[src/rtl/parity_pkg.sv]
// Shared types and elaboration-time helpers for the pipelined parity tree.
package parity_pkg;

  typedef struct packed {
    logic odd;
    logic check;
    logic parity;
  } parity_side_t;

  // Partial results remaining after stage s; s = -1 gives the raw word width.
  function automatic int stage_width(int data_w, int fanin, int s);
    int w;
    w = data_w;
    for (int i = 0; i <= s; i++) w = (w + fanin - 1) / fanin;
    return w;
  endfunction

  function automatic int num_stages(int data_w, int fanin);
    int w;
    int n;
    w = data_w;
    n = 0;
    for (int i = 0; i < 64; i++) begin
      if (w > 1) begin
        w = (w + fanin - 1) / fanin;
        n++;
      end
    end
    return (n < 1) ? 1 : n;
  endfunction

  // Bit offset of tree level lvl inside the flat inter-stage bus.
  function automatic int level_offset(int data_w, int fanin, int lvl);
    int off;
    off = 0;
    for (int j = 0; j < lvl; j++) off += stage_width(data_w, fanin, j - 1);
    return off;
  endfunction

endpackage

[src/rtl/parity_stage.sv]
// One registered XOR-reduction rank: groups of FANIN bits, LSB-first, short group zero-padded.
module parity_stage
  import parity_pkg::*;
#(
  parameter int IN_W  = 16,
  parameter int FANIN = 4
) (
  input  logic                              clock,
  input  logic                              reset,
  input  logic                              enable,
  input  logic                              in_valid,
  input  logic [IN_W-1:0]                   in_data,
  input  parity_side_t                      in_side,
  output logic                              out_valid,
  output logic [(IN_W+FANIN-1)/FANIN-1:0]   out_data,
  output parity_side_t                      out_side
);

  localparam int OUT_W = (IN_W + FANIN - 1) / FANIN;

  logic [OUT_W*FANIN-1:0] padded;
  logic [OUT_W-1:0]       reduced;

  assign padded = (OUT_W*FANIN)'(in_data);

  always_comb begin
    reduced = '0;
    for (int g = 0; g < OUT_W; g++) begin
      for (int k = 0; k < FANIN; k++) begin
        reduced[g] = reduced[g] ^ padded[g*FANIN + k];
      end
    end
  end

  always_ff @(posedge clock or posedge reset) begin
    if (reset) begin
      out_valid <= 1'b0;
      out_data  <= '0;
      out_side  <= '0;
    end else if (enable) begin
      out_valid <= in_valid;
      out_data  <= reduced;
      out_side  <= in_side;
    end
  end

endmodule

[src/rtl/parity_pipe.sv]
// Pipelined parity generator/checker: L XOR-tree ranks under one global stall,
// plus output compare and a saturating error counter.
module parity_pipe
  import parity_pkg::*;
#(
  parameter int DATA_W = 16,
  parameter int FANIN  = 4,
  parameter int CNT_W  = 16
) (
  input  logic              clock,
  input  logic              reset,
  input  logic              in_valid,
  output logic              in_ready,
  input  logic [DATA_W-1:0] in_data,
  input  logic              in_odd,
  input  logic              in_check,
  input  logic              in_parity,
  output logic              out_valid,
  input  logic              out_ready,
  output logic              out_parity,
  output logic              out_error,
  output logic [CNT_W-1:0]  err_count,
  input  logic              clear_count
);

  localparam int L   = num_stages(DATA_W, FANIN);
  localparam int TOT = level_offset(DATA_W, FANIN, L + 1);
  localparam logic [CNT_W-1:0] CNT_MAX = '1;

  // All tree levels packed back to back; level 0 is the raw input word.
  logic [TOT-1:0] chain;
  logic [L:0]     vld;
  parity_side_t   side [L+1];
  logic           advance;

  assign advance           = !out_valid || out_ready;
  assign in_ready          = advance;
  assign chain[DATA_W-1:0] = in_data;
  assign vld[0]            = in_valid;
  assign side[0]           = {in_odd, in_check, in_parity};

  for (genvar s = 0; s < L; s++) begin : g_stage
    localparam int IW = stage_width(DATA_W, FANIN, s - 1);
    localparam int OW = stage_width(DATA_W, FANIN, s);
    localparam int IO = level_offset(DATA_W, FANIN, s);
    localparam int OO = level_offset(DATA_W, FANIN, s + 1);

    parity_stage #(
      .IN_W  (IW),
      .FANIN (FANIN)
    ) u_stage (
      .clock     (clock),
      .reset     (reset),
      .enable    (advance),
      .in_valid  (vld[s]),
      .in_data   (chain[IO +: IW]),
      .in_side   (side[s]),
      .out_valid (vld[s+1]),
      .out_data  (chain[OO +: OW]),
      .out_side  (side[s+1])
    );
  end

  assign out_valid  = vld[L];
  assign out_parity = chain[TOT-1] ^ side[L].odd;
  assign out_error  = side[L].check & (out_parity ^ side[L].parity);

  always_ff @(posedge clock or posedge reset) begin
    if (reset) begin
      err_count <= '0;
    end else if (clear_count) begin
      err_count <= '0;
    end else if (out_valid && out_ready && out_error && (err_count != CNT_MAX)) begin
      err_count <= err_count + 1'b1;
    end
  end

endmodule

[config.mk]
export PLATFORM = sky130hd
export DESIGN_NAME = parity_pipe
export DESIGN_NICKNAME = d
export VERILOG_FILES = /design/src/rtl/parity_pkg.sv /design/src/rtl/parity_stage.sv /design/src/rtl/parity_pipe.sv
export SDC_FILE = /design/constraint.sdc
export NUM_CORES = 1
export LEC_CHECK = 0
export BUFFER_PORTS_ARGS = -buffer_cell sky130_fd_sc_hd__buf_2
export CORE_UTILIZATION = 36
export CTS_CLUSTER_SIZE = 40
export DETAILED_ROUTE_END_ITERATION = 8
export PLACE_DENSITY = 0.68
export SLEW_MARGIN = 20
export SYNTH_ARGS = -nofsm -noshare
export SYNTH_HDL_FRONTEND = slang
export SYNTH_HIERARCHICAL = 1
export SYNTH_SLANG_ARGS = --single-unit
[constraint.sdc]
create_clock -name clock -period 2.65 [get_ports clock]
set_input_delay 0.53 -clock clock [delete_from_list [all_inputs] [get_ports clock]]
set_output_delay 0.53 -clock clock [all_outputs]
set_load 0.005 [all_outputs]
==> flow_summary.yaml <==
run_status:
  status: "completed"
synth:
  synthTopCellsByArea: "dfrtp_1, xnor2_1, mux2_2"
  synth_xor_area_frac: 0.103
  ys_ff_latch: 29
  ys_warn_count: 6
  synth.top_cells.by_count: "dfrtp_1, a21oi_1, xnor2_1"
  synth_top_cell_by_area: "dfrtp_1"
  syn_inst: 155
  netlist.area_leader.share: 0.452
  avgSynthCellArea_um2: 10.4
  synth.area.mux_share: 0.0818
  synth_top_family_by_area: "simple AND/OR/NAND/NOR gates"
  synth_edf_count: 0
  synth_cell_types: 37
  synth_compound_area_frac: 0.111
  ys_seq_area_frac: 0.452
  yosysMostFrequentCell: "dfrtp_1"
  ys.flop_type: "dfrtp_1"
  async_flop_share: 1.00
  syn_nets: 180
  netlist_area_um2: 1610
  yosys.area_share.simple: 0.206
  yosys.area_share.adder: 0.00779
grt:
  antenna_found_initial: 0
  gr-total-overflow: 0
  grt_pass1_vias: 1216
  grt_pass1_wl_um: 5510
  grt_max_degree: 22
  grt_usage: 0.162
drt:
  drt-initial-drc-count: 53
  via_per_inst: 5.32
  drt-pass1-iter-count: 4
  drcViolationCount: 0
  ant_nets: 0
  via_count: 1325
  wl_per_cell_um: 13.0
  drt-total-wl_um: 3230
final_layout:
  layout.nets: 224
  final_core_util: 0.472
  drive_above_1_share: 0.327
  seq_area_um2: 726
  multi_input_area_um2: 820
  n_antenna_cell: 0
  num-fill-cells: 409
  syn_to_final_growth_pct: 21.8
power:
  vdd_ir_drop_max_v: 0.000323
  pwr_density_cell_nw_per_um2: 646
  power_leakage_nw: 0.888
  total_power_mw: 1.26
floorplanning:
  core_area_um2: 4140
  start_util: 0.388
  die_w_um: 68.8
  die_h_um: 68.8
  num_rows: 23
  dieArea_um2: 4730
  top_level_ports: 44
critical_path:
  crit_required_ns: 2.82
  arrival_ns: 2.23
  crit_start: "err_count[0]$_DFFE_PP0P_"
  start_kind: "flop"
  critPathKind: "flop to flop"
  crit_path_end_kind: "flop"
  cp_max_fo: 18
  r2r_start: "err_count[0]$_DFFE_PP0P_"
clock_tree:
  post_cts.repair.setup_buffers: 0
  cts_buffers: 5
  clock-root-buffer: "clkbuf_8"
  clock_latency_ns: 0.29
  tritoncts: "yes"
  clkSinkCount: 29
  cts-resized-gates: 0
  holdBufCountCts: 0
  htreeDepth: 2
  clk_pin_slew_worst_paths_ns: 0.06
  clockBufferDepth: 2
timing:
  maxSlewHeadroom: 0.505
  hold_violations: 0
  setup_viol: 0
  worst_pin_slew_ns: 0.742
  fmax_mhz: 486
  period_share: 0.776
  setup_tns_ns: 0
  finClkSkew_ns: 0.00688
  rsz0062_at_grt: "false"
  fin_crit_ns: 2.06
  slew_viol_final: 0
placed_design:
  hpwl_um: 2270
  io_buffers: 43
  gp_congestion: 0.720
job:
  maxCapViolations: 0
worst_hold_path:
  hp-class: "primary input to asynchronous set/reset pin"
-- layer usage --
metal  routed length (um)  track usage
met2                 1360        0.237
met1                 1610        0.213
met5                    0            0
met4                   69       0.0918
met3                  194       0.0444
-- cell type report --
class	count	share of cell area
Multi-Input combinational cell	113	0.419
Sequential cell	29	0.371
Timing Repair Buffer	44	0.114
Clock buffer	5	0.0352
Tap cell	50	0.0320
Clock inverter	2	0.0179
Inverter	6	0.0115
-- worst max-delay path, stage by stage, from the launching register on --
cell     delay (ns)
dfrtp_1        0.42
ha_1           0.25
and3_1         0.18
and4b_1        0.37
nor4_1         0.35
mux2_2         0.37
-- report_power, final --
part,switching [mW],leakage (nW),internal [mW],total [mW]
Combinational,0.131,0.461,0.154,0.285
Sequential,0.0410,0.373,0.495,0.536
Clock,0.171,0.0540,0.273,0.443
-- cell usage in the layout, fill, tap and decap left out, types with 2 or more instances in the layout --
master,instances
buf_2,43
dfrtp_1,29
a21oi_1,17
xnor2_1,15
o31ai_1,9
mux2_2,9
nor2_1,8
or4_1,7
nand3_1,6
inv_1,6
nand2_1,5
clkbuf_8,5
or3_1,4
and3_1,3
nand4_1,3
nor2b_1,3
nor4_1,3
and4_1,2
and2_1,2
o21ai_0,2
mux2_4,2
-- sequential cells by signal, summed over array words and instances, names as in the netlist --
| name | flops |
|---|---|
| err_count | 16 |
| g_stage.u_stage/out_side | 6 |
| g_stage.u_stage/out_data | 5 |
| g_stage.u_stage/out_valid | 2 |
-- cells by family (layout without fill, tap and decap cells) --
| group | Yosys count | after routing |
|---|---|---|
| buffers and inverters | 13 | 57 |
| muxes | 11 | 11 |
| DFF | 29 | 29 |
| xor gates and xnor gates | 17 | 17 |
| AOI/OAI and AO/OA | 30 | 30 |
| and+or+nand+nor | 54 | 54 |
| adders and majority gates | 1 | 1 |
-- metrics by stage --
| stage | setup WS (ns) | hold slack [ns] | std cells | area, um2 |
|---|---|---|---|---|
| 3_3_place_gp | 0.643 | 0.461 | 242 | 1850 |
| 2_1_floorplan | 0.776 | 0.309 | 155 | 1610 |
| 4_1_cts | 0.593 | 0.155 | 249 | 1960 |
| 3_5_place_dp | 0.615 | 0.465 | 242 | 1850 |
| 6_report | 0.593 | 0.155 | 249 | 1960 |
| 5_1_grt | 0.422 | 0.167 | 249 | 1960 |
-- worst paths after layout --
path	slack, ns	endpoint	depth (start not counted)
max in group asynchronous	1.89	err_count[6]$_DFFE_PP0P_	2
worst max register to register	0.59	err_count[13]$_DFFE_PP0P_	5
min in group clock	0.47	g_stage[0].u_stage/out_side[1]$_DFFE_PP0P_	2
worst min register to register	0.51	g_stage[0].u_stage/out_valid$_DFFE_PP0P_	1
worst max-delay path	0.59	err_count[13]$_DFFE_PP0P_	5
worst min-delay path	0.16	g_stage[1].u_stage/out_side[2]$_DFFE_PP0P_	2
Note: power is estimated with default switching activity, not from simulation.
